**src/rtl/mips_pkg.sv**
```systemverilog
// Shared definitions for the MIPS-style pipeline front end: opcode field,
// NOP encoding, default reset PC and fetch FSM encoding.
package mips_pkg;

    localparam int unsigned OP_MSB = 31;
    localparam int unsigned OP_LSB = 26;

    localparam logic [31:0] NOP_INSTR        = 32'h0000_0000;
    localparam logic [31:0] DEFAULT_RESET_PC = 32'h0000_0000;

    localparam logic [1:0] FETCH = 2'd0;
    localparam logic [1:0] WAIT  = 2'd1;
    localparam logic [1:0] HOLD  = 2'd2;

    typedef enum logic [1:0] {
        ST_FETCH = FETCH,
        ST_WAIT  = WAIT,
        ST_HOLD  = HOLD
    } fetch_state_e;

endpackage

```
**src/rtl/if_skid_buf.sv**
```systemverilog
// Single-entry {instr, pc} holding buffer used when a fetch response returns
// while the IF/ID register is stalled.
module if_skid_buf
    import mips_pkg::*;
#(
    parameter int unsigned ADDR_W = 32,
    parameter int unsigned DATA_W = 32
) (
    input  logic              clk,
    input  logic              rst,
    input  logic              load,
    input  logic              unload,
    input  logic              clear,
    input  logic [DATA_W-1:0] in_instr,
    input  logic [ADDR_W-1:0] in_pc,
    output logic              full,
    output logic [DATA_W-1:0] out_instr,
    output logic [ADDR_W-1:0] out_pc
);

    always_ff @(posedge clk) begin
        if (rst) begin
            full      <= 1'b0;
            out_instr <= DATA_W'(NOP_INSTR);
            out_pc    <= '0;
        end else if (clear) begin
            full <= 1'b0;
        end else if (load) begin
            full      <= 1'b1;
            out_instr <= in_instr;
            out_pc    <= in_pc;
        end else if (unload) begin
            full <= 1'b0;
        end
    end

endmodule

```
**src/rtl/if_fetch_stage.sv**
```systemverilog
// Instruction-fetch stage: PC, single-outstanding imem fetch and IF/ID register.
// Define IF_PERF_CNT_EN to add the fetch/stall performance counters.
module if_fetch_stage
    import mips_pkg::*;
#(
    parameter int unsigned       ADDR_W   = 32,
    parameter int unsigned       DATA_W   = 32,
    parameter logic [ADDR_W-1:0] RESET_PC = ADDR_W'(DEFAULT_RESET_PC)
) (
    input  logic              clk,
    input  logic              rst,
    output logic              imem_req,
    output logic [ADDR_W-1:0] imem_addr,
    input  logic              imem_gnt,
    input  logic              imem_rvalid,
    input  logic [DATA_W-1:0] imem_rdata,
    input  logic              id_stall,
    input  logic              redirect,
    input  logic [ADDR_W-1:0] redirect_pc,
    output logic              if_valid,
    output logic [DATA_W-1:0] if_instr,
    output logic [5:0]        if_opcode,
    output logic [ADDR_W-1:0] if_pc,
`ifdef IF_PERF_CNT_EN
    output logic [ADDR_W-1:0] if_pc_plus4,
    output logic [31:0]       perf_fetch_cnt,
    output logic [31:0]       perf_stall_cnt
`else
    output logic [ADDR_W-1:0] if_pc_plus4
`endif
);

    localparam logic [ADDR_W-1:0] ALIGN_MASK = ~ADDR_W'(3);
    localparam logic [ADDR_W-1:0] PC_STEP    = ADDR_W'(4);

    fetch_state_e      state;
    logic [ADDR_W-1:0] pc;
    logic [ADDR_W-1:0] req_pc;
    logic              drop;

    logic              slot_free;
    logic              handshake;
    logic              rsp_ok;
    logic              load_rsp;
    logic              to_skid;
    logic              unload_skid;
    logic              in_flight;

    logic              skid_full;
    logic [DATA_W-1:0] skid_instr;
    logic [ADDR_W-1:0] skid_pc;

    assign slot_free = !if_valid || !id_stall;
    assign imem_req  = !rst && (state == ST_FETCH) && slot_free && !skid_full;
    assign imem_addr = pc & ALIGN_MASK;
    assign handshake = imem_req && imem_gnt;

    // Redirect outranks any response arriving in the same cycle.
    assign rsp_ok      = (state == ST_WAIT) && imem_rvalid && !drop;
    assign load_rsp    = !redirect && rsp_ok && slot_free;
    assign to_skid     = !redirect && rsp_ok && !slot_free;
    assign unload_skid = !redirect && (state == ST_HOLD) && !id_stall;

    // A request still owes a response after this edge.
    assign in_flight = ((state == ST_WAIT) && !imem_rvalid) || handshake;

    assign if_opcode = if_instr[OP_MSB:OP_LSB];

    if_skid_buf #(
        .ADDR_W (ADDR_W),
        .DATA_W (DATA_W)
    ) u_skid (
        .clk       (clk),
        .rst       (rst),
        .load      (to_skid),
        .unload    (unload_skid),
        .clear     (redirect),
        .in_instr  (imem_rdata),
        .in_pc     (req_pc),
        .full      (skid_full),
        .out_instr (skid_instr),
        .out_pc    (skid_pc)
    );

    always_ff @(posedge clk) begin
        if (rst) begin
            state       <= ST_FETCH;
            pc          <= RESET_PC & ALIGN_MASK;
            req_pc      <= '0;
            drop        <= 1'b0;
            if_valid    <= 1'b0;
            if_instr    <= DATA_W'(NOP_INSTR);
            if_pc       <= '0;
            if_pc_plus4 <= '0;
        end else if (redirect) begin
            pc       <= redirect_pc & ALIGN_MASK;
            if_valid <= 1'b0;
            drop     <= in_flight;
            state    <= in_flight ? ST_WAIT : ST_FETCH;
        end else begin
            unique case (state)
                ST_FETCH: begin
                    if (handshake) begin
                        req_pc <= pc;
                        pc     <= pc + PC_STEP;
                        state  <= ST_WAIT;
                    end
                end
                ST_WAIT: begin
                    if (imem_rvalid) begin
                        if (drop) begin
                            drop  <= 1'b0;
                            state <= ST_FETCH;
                        end else begin
                            state <= slot_free ? ST_FETCH : ST_HOLD;
                        end
                    end
                end
                ST_HOLD: begin
                    if (!id_stall) state <= ST_FETCH;
                end
                default: state <= ST_FETCH;
            endcase

            if (load_rsp) begin
                if_valid    <= 1'b1;
                if_instr    <= imem_rdata;
                if_pc       <= req_pc;
                if_pc_plus4 <= req_pc + PC_STEP;
            end else if (unload_skid) begin
                if_valid    <= 1'b1;
                if_instr    <= skid_instr;
                if_pc       <= skid_pc;
                if_pc_plus4 <= skid_pc + PC_STEP;
            end else if (!id_stall) begin
                if_valid <= 1'b0;
            end
        end
    end

`ifdef IF_PERF_CNT_EN
    always_ff @(posedge clk) begin
        if (rst) begin
            perf_fetch_cnt <= '0;
            perf_stall_cnt <= '0;
        end else begin
            if (rsp_ok && !redirect) perf_fetch_cnt <= perf_fetch_cnt + 32'd1;
            if (if_valid && id_stall) perf_stall_cnt <= perf_stall_cnt + 32'd1;
        end
    end
`endif

endmodule

```
**config.mk**
```make
export PLATFORM = sky130hd
export DESIGN_NAME = if_fetch_stage
export DESIGN_NICKNAME = d
export VERILOG_FILES = /design/src/rtl/mips_pkg.sv /design/src/rtl/if_skid_buf.sv /design/src/rtl/if_fetch_stage.sv
export SDC_FILE = /design/constraint.sdc
export NUM_CORES = 1
export LEC_CHECK = 0
export CAP_MARGIN = 20
export CORE_ASPECT_RATIO = 1.1
export CORE_MARGIN = 10
export CORE_UTILIZATION = 40
export DETAILED_ROUTE_END_ITERATION = 6
export GPL_TIMING_DRIVEN = 0
export PLACE_DENSITY_LB_ADDON = 0.12
export SETUP_SLACK_MARGIN = 0.2
export SLEW_MARGIN = 20
export SYNTH_ARGS = -nofsm -noshare
export SYNTH_HDL_FRONTEND = slang
export SYNTH_SLANG_ARGS = --single-unit
```
**constraint.sdc**
```tcl
create_clock -name clk -period 5.9 [get_ports clk]
set_clock_uncertainty 0.1 [all_clocks]
set_input_delay 1.18 -clock clk [delete_from_list [all_inputs] [get_ports clk]]
set_output_delay 1.18 -clock clk [all_outputs]
set_load 0.03 [all_outputs]
```
==> results of run 1 <==
[sequential cells by signal, indices dropped and copies added (netlist names)]
signal / count
if_instr: 32
u_skid.out_instr: 32
if_pc: 30
if_pc_plus4: 30
pc: 30
req_pc: 30
u_skid.out_pc: 30
state: 2
drop: 1
if_valid: 1
u_skid.full: 1
[worst paths after layout]
check / from / end / slack [ns] / depth (start not counted)
setup reg to reg: state[1]$_SDFFE_PP0P_ / if_pc_plus4[24]$_SDFFE_PP0P_ / 1.68 / 14
setup / recovery: imem_rvalid / if_pc_plus4[24]$_SDFFE_PP0P_ / 0.99 / 14
hold reg to reg: if_pc[11]$_SDFFE_PP0P_ / if_pc[11]$_SDFFE_PP0P_ / 0.35 / 2
hold / removal: if_pc[11]$_SDFFE_PP0P_ / if_pc[11]$_SDFFE_PP0P_ / 0.35 / 2
[power groups by stage]
stage / sequential [W] / combinational [W] / clock [W]
after floorplan: 0.00164 / 0.000137 / 0
after global placement: 0.00159 / 0.000364 / 0
after detailed placement: 0.00159 / 0.000366 / 0
after CTS: 0.00155 / 0.000368 / 0.00157
after global routing: 0.00156 / 0.000395 / 0.00163
final: 0.00155 / 0.000368 / 0.00155
[through the flow]
| step | std cells | hold slack, ns | setup WS (ns) | util [%] |
|---|---|---|---|---|
| floorplan | 1322 | 0.337 | 1.67 | - |
| global placement | 1863 | 0.338 | 0.565 | 50.0 |
| detailed placement | 1863 | 0.344 | 0.585 | 50.0 |
| CTS | 1905 | 0.352 | 1.08 | 53.2 |
| global route | 1905 | 0.369 | 0.752 | 53.2 |
| finish | 1906 | 0.351 | 0.987 | 53.2 |
[routing by layer]
metal,part of all wire [%],GRT usage [%],vias up
met5,0,0,-
met4,2.6,6.27,0
met3,9.7,6.22,54
met2,43,33.6,398
met1,44,29.5,4853
li1,-,-,5109
[cell type report]
class                      instances  area, µm²  area share, %
tap                              346        433           3.22
timing repair buffer             195       1950           14.5
antenna                            1       2.50         0.0186
clock inverter                     9       95.1          0.707
clock buffer                      33        726           5.40
sequential                       219       4380           32.6
buffer                           118        515           3.83
inverter                          17       63.8          0.475
multi-input combinational        968       5280           39.2
[Yosys cell counts, types with 6 or more instances]
cell and n:
mux2_2 12, a21oi_1 120, nor4_1 21, o211ai_1 9, a211o_1 7, nand4_1 19, inv_1 17, or3_1 8
buf_4 13, buf_1 10, mux2i_1 17, dfxtp_1 219, o21ai_0 14, and3_1 12, nand2_1 339, a311oi_1 44
xnor2_1 25, and4_1 16, buf_2 7, or4_1 6, a211oi_1 38, clkbuf_1 86, nand3_1 59, nor3_1 18
nor2_1 99
[critical path, stage by stage]
cell	delay, ns
clkdlybuf4s50_1	0.45
and3b_1	0.20
clkbuf_1	0.22
nand2_1	0.22
buf_2	0.29
buf_1	0.52
nand2_1	0.15
nand2_1	0.10
ha_1	0.30
and4_1	0.28
o211ai_1	0.21
a22o_1	0.42
or3_1	0.49
o221ai_1	0.20
[logic make-up (layout without fill, tap and decap cells)]
group                    after synthesis  in the layout  synth area share, %
other                                  1              7               0.0367
adder cells (fa/ha/maj)                2              2                0.245
multiplexers                          29             29                 2.99
flip-flops                           219            219                 42.9
buffers and inverters                135            372                 5.67
XOR/XNOR                              29             29                 2.49
AO/OA/AOI/OAI                        287            287                 18.9
AND/OR/NAND/NOR                      615            615                 26.8
[cell usage in the layout, fill, tap and decap left out, drive strengths merged, types with 6 or more instances in the layout]
| cell type | count |
|---|---|
| buf | 32 |
| nand3 | 59 |
| a21oi | 120 |
| conb | 6 |
| and4 | 16 |
| or3 | 8 |
| xnor2 | 25 |
| a211oi | 39 |
| clkinv | 7 |
| inv | 17 |
| mux2i | 17 |
| nor4 | 21 |
| or4 | 8 |
| nand4 | 19 |
| clkdlybuf4s50 | 195 |
| clkbuf | 119 |
| dfxtp | 219 |
| nand2 | 339 |
| and3 | 12 |
| o211ai | 9 |
| mux2 | 12 |
| nor3 | 19 |
| a311oi | 44 |
| a211o | 7 |
| o21ai | 15 |
| nor2 | 99 |
==> flow_metrics.env, run 1 <==
export IMPL_p_int_w=0.00260
export IMPL_async_flop_share_pct=0
export IMPL_synth_edf_count=0
export IMPL_setup_violations=0
export IMPL_post_dp_hpwl_um=27700
export IMPL_ys_types=68
export IMPL_worstSetupPathType="in2reg"
export IMPL_yosysTopAreaCell="dfxtp_1"
export IMPL_avgSynthCellArea_um2=7.76
export IMPL_power_density_nw_per_um2=258
export IMPL_first_pass_iters=7
export IMPL_power_share_switching_pct=25.0
export IMPL_yosysTopAreaCellShare_pct=42.9
export IMPL_numCtsBuffers=24
export IMPL_worst_path_max_fanout=10
export IMPL_total_power_w=0.00347
export IMPL_fmax_mhz=204
export IMPL_chipWidth_um=172
export IMPL_ir_worst_vdd_mv=0.147
export IMPL_clock_sinks=219
export IMPL_p_switching_w=0.000868
export IMPL_post_synth_inst_count=1317
export IMPL_rsz0062_at_grt="false"
export IMPL_clk_pin_slew_ns=0.06
export IMPL_cap_viol_max_count=0
export IMPL_io_buffers=195
export IMPL_tritoncts="yes"
export IMPL_status="finished with violations"
export IMPL_hold_class="reg2reg"
export IMPL_grt_pass1_vias=10200
export IMPL_end_kind="flip-flop"
export IMPL_die_y_um=188
export IMPL_ctsLongestPathBuffers=3
export IMPL_grt_overflow_total=0
export IMPL_period_share_pct=83.3
export IMPL_wire_per_inst_um=19.2
export IMPL_place_area_um2=12600
export IMPL_vias=10400
export IMPL_grt_pass1_wl_um=57600
export IMPL_grt_max_degree=14
export IMPL_ant_nets=0
export IMPL_rows=61
export IMPL_pin_count=206
export IMPL_violations="DRC"
export IMPL_worst_ep_required_time_ns=6.24
export IMPL_synth_area_leaders="dfxtp_1 43%, nand2_1 12%, a21oi_1 5.9%, a311oi_1 3.8%, nor2_1 3.6%"
export IMPL_arrival_ns=5.25
export IMPL_routabilityCongestion=0.923
export IMPL_clockRootBuffer="clkbuf_16"
export IMPL_drive_above_1_share_pct=5.26
export IMPL_area_growth_syn_to_layout_pct=31.6
export IMPL_wl_um=36600
export IMPL_hold_buffers=0
export IMPL_setup_tns_ns=0
export IMPL_post_cts_setup_buffers=0
export IMPL_startpoint_type="input pin"
export IMPL_nFillCells=2496
export IMPL_initial_core_util_pct=40.5
export IMPL_cts_repair_resized=0
export IMPL_stdcell_area_um2=13400
export IMPL_htree_levels=1
export IMPL_power_leakage_nw=4.33
export IMPL_clock_latency_ns=0.52
export IMPL_ys_seq_elements=219
export IMPL_grt_usage_pct=22.0
export IMPL_core_area_um2=25300
export IMPL_ys_flop_type="dfxtp_1"
export IMPL_slew_headroom_pct=39.3
export IMPL_yosysWarningCount=0
export IMPL_yosysSeqAreaShare_pct=42.9
export IMPL_via_per_inst=5.46
export IMPL_antenna_found_initial=1
export IMPL_slew_viol_final=0
export IMPL_sequentialPowerShare_pct=44.8
export IMPL_clkPwrFrac_pct=44.6
export IMPL_drcViolationCount=6
export IMPL_num_nets_final=1615
export IMPL_dieArea_um2=32400
export IMPL_p_comb_share_pct=10.6
export IMPL_drt_iter0_drc=1054
export IMPL_worst_pin_slew_ns=0.910
export IMPL_period_minus_slack_ns=4.91
export IMPL_hold_viol=0
export IMPL_synthesis_area_um2=10200
No activity file was read; power rests on OpenSTA's default activity.
==> run 2: changes to the inputs <==
- clock period: 5.9 -> 4.2 ns (I/O delays scaled with it)
==> run 2 against run 1 <==
  * Flip-flop and latch count stayed put
  * Utilization is 0.26 points higher
  * Via count up 0.87%
  * Highest routed layer unchanged
  * Critical path type unchanged
  * Power is 41% higher
  * Final cell count is 0.16% higher
  * The run still ends with DRC left
  * Combinational power is 41% higher
  * Clock power rose by 41%
  * Non-clock buffer count is 3 higher
  * Die area did not move
  * Final area increased by 0.48%
  * Critical path depth decreased by 1
==> flow_metrics.env, run 2 (synthesized netlist as in run 1, its figures left out) <==
export IMPL_arrival_ns=4.14
export IMPL_chipWidth_um=172
export IMPL_seq_area_um2=4380
export IMPL_slew_headroom_pct=39.6
export IMPL_rsz0062_at_grt="false"
export IMPL_io_buffers=195
export IMPL_hold_class="reg2reg"
export IMPL_clock_sinks=219
export IMPL_power_share_switching_pct=25.1
export IMPL_power_leakage_nw=4.36
export IMPL_placed_cells=1863
export IMPL_rows=61
export IMPL_core_area_um2=25300
export IMPL_first_pass_iters=7
export IMPL_final_cell_mix="338 x nand2_1, 219 x dfxtp_1, 195 x clkdlybuf4s50_1, 120 x a21oi_1, 99 x nor2_1"
export IMPL_cap_viol_max_count=0
export IMPL_wire_per_inst_um=19.2
export IMPL_violations="DRC"
export IMPL_num_nets_final=1618
export IMPL_worst_ep_required_time_ns=4.50
export IMPL_multi_input_area_um2=5290
export IMPL_worst_path_max_fanout=10
export IMPL_clockRootBuffer="clkbuf_16"
export IMPL_grt_pass1_vias=10200
export IMPL_r2r_slack_ns=0.51
export IMPL_antenna_found_initial=1
export IMPL_vias=10500
export IMPL_path_common_cell="clkbuf_4"
export IMPL_status="finished with violations"
export IMPL_m1WireLength_um=16300
export IMPL_clk_pin_slew_ns=0.06
export IMPL_grt_max_degree=14
export IMPL_total_power_w=0.00488
export IMPL_p_comb_share_pct=10.7
export IMPL_grt_pass1_wl_um=57600
export IMPL_critPathSlowestCell="clkdlybuf4s50_1"
export IMPL_drcViolationCount=6
export IMPL_ff2ff_path_depth=12
export IMPL_top_layer="met4"
export IMPL_route_met2_wl_um=15900
export IMPL_final_common_cell="nand2_1"
export IMPL_grt_overflow_total=0
export IMPL_routabilityCongestion=0.923
export IMPL_drt_iter0_drc=919
export IMPL_grt_usage_pct=22.0
export IMPL_whs_ns=0.350
export IMPL_setup_tns_ns=0
export IMPL_cp_top_family="buffers and inverters"
export IMPL_worstSetupPathType="in2reg"
export IMPL_numCtsBuffers=24
export IMPL_wl_um=36700
export IMPL_fin_cells=1909
export IMPL_p_switching_w=0.00122
export IMPL_dieArea_um2=32400
export IMPL_ctsLongestPathBuffers=3
export IMPL_die_y_um=188
export IMPL_htree_levels=1
export IMPL_hold_buffers=0
export IMPL_clkPwrFrac_pct=44.6
export IMPL_whs_path_depth=2
export IMPL_routed_wl_met3_um=3600
export IMPL_worst_pin_slew_ns=0.905
export IMPL_largestRegisters="if_instr (32), u_skid.out_instr (32)"
export IMPL_via_per_inst=5.50
export IMPL_clock_latency_ns=0.52
export IMPL_crit_chain="clkdlybuf4s50_1 > nand3b_1 > nor2_1 > clkbuf_4 > clkbuf_4 > mux2_2 > ha_2 > and4_1 > nand4_1 > buf_4 > a222oi_1 > mux2i_1 > nand2_1"
export IMPL_critPathBufInv=4
export IMPL_initial_core_util_pct=40.5
export IMPL_end_kind="flip-flop"
export IMPL_r2r_start="if_valid$_SDFFE_PP0P_"
export IMPL_ir_worst_vdd_mv=0.203
export IMPL_startpoint_type="input pin"
export IMPL_hold_start="if_pc[11]$_SDFFE_PP0P_"
export IMPL_drive_above_1_share_pct=5.89
export IMPL_fin_util_pct=53.5
export IMPL_fmax_mhz=261
export IMPL_setup_violations=0
export IMPL_sequentialPowerShare_pct=44.8
export IMPL_slew_viol_final=0
export IMPL_worst_r2r_endpoint="if_pc_plus4[16]$_SDFFE_PP0P_"
export IMPL_p_int_w=0.00366
export IMPL_area_growth_syn_to_layout_pct=32.2
export IMPL_nFillCells=2484
export IMPL_power_density_nw_per_um2=361
export IMPL_ant_nets=0
export IMPL_period_minus_slack_ns=3.84
export IMPL_period_share_pct=91.3
export IMPL_tritoncts="yes"
export IMPL_min_to="if_pc[11]$_SDFFE_PP0P_"
export IMPL_hold_viol=0
export IMPL_critical_path_max_stage_delay_ns=0.51
export IMPL_pin_count=206
export IMPL_post_dp_hpwl_um=27700
run 2: repair_timing:
action / 4_1_cts / 5_1_grt
buffers inserted: 2 / 1
pin swaps: 2 / 3
gates resized for setup: 6 / 11
setup endpoints to repair: 10 / 8
gates cloned: 0 / 0
run 2: tightest hold or removal path: stages (launching register included):
cell     delay, ns
dfxtp_1       0.31
nand2_1       0.05
a21oi_1       0.05
run 2: worst max-delay path by stage:
stage / cells past startpoint / startpoint / to
floorplan: 13 / id_stall / if_pc_plus4[24]$_SDFFE_PP0P_
detailed placement: 14 / imem_rvalid / if_pc_plus4[24]$_SDFFE_PP0P_
finish: 13 / imem_rvalid / if_pc_plus4[16]$_SDFFE_PP0P_
global placement: 14 / imem_rvalid / if_pc_plus4[26]$_SDFFE_PP0P_
global route: 13 / imem_rvalid / if_pc_plus4[16]$_SDFFE_PP0P_
CTS: 14 / imem_rvalid / if_pc_plus4[24]$_SDFFE_PP0P_
run 2: power groups by stage:
stage          logic [W]  clock network (W)  registers (W)
6_report        0.000520            0.00218        0.00218
5_1_grt         0.000557            0.00229        0.00219
4_1_cts         0.000518            0.00221        0.00218
3_5_place_dp    0.000514                  0        0.00223
3_3_place_gp    0.000512                  0        0.00223
2_1_floorplan   0.000192                  0        0.00230
run 2: stage by stage:
| step | setup slack [ns] | cell area, µm² |
|---|---|---|
| global route | 0.234 | 13500 |
| detailed placement | -0.775 | 12600 |
| finish | 0.365 | 13500 |
| floorplan | 0.309 | 10200 |
| global placement | -0.795 | 12600 |
| CTS | 0.207 | 13500 |
run 2: layout make-up:
class | instances | area share, %
timing repair buffer | 198 | 14.6
tap | 346 | 3.20
inverter | 17 | 0.472
clock buffer | 33 | 5.37
buffer | 118 | 3.99
clock inverter | 9 | 0.704
sequential | 219 | 32.4
multi-input combinational | 968 | 39.2
antenna | 1 | 0.0185
run 2: routing by layer:
metal  vias to the layer above  global-route usage, %
li1                       5118                      -
met1                      4916                   29.4
met2                       412                   33.6
met3                        59                   6.43
met4                         0                   6.34
met5                         -                      0
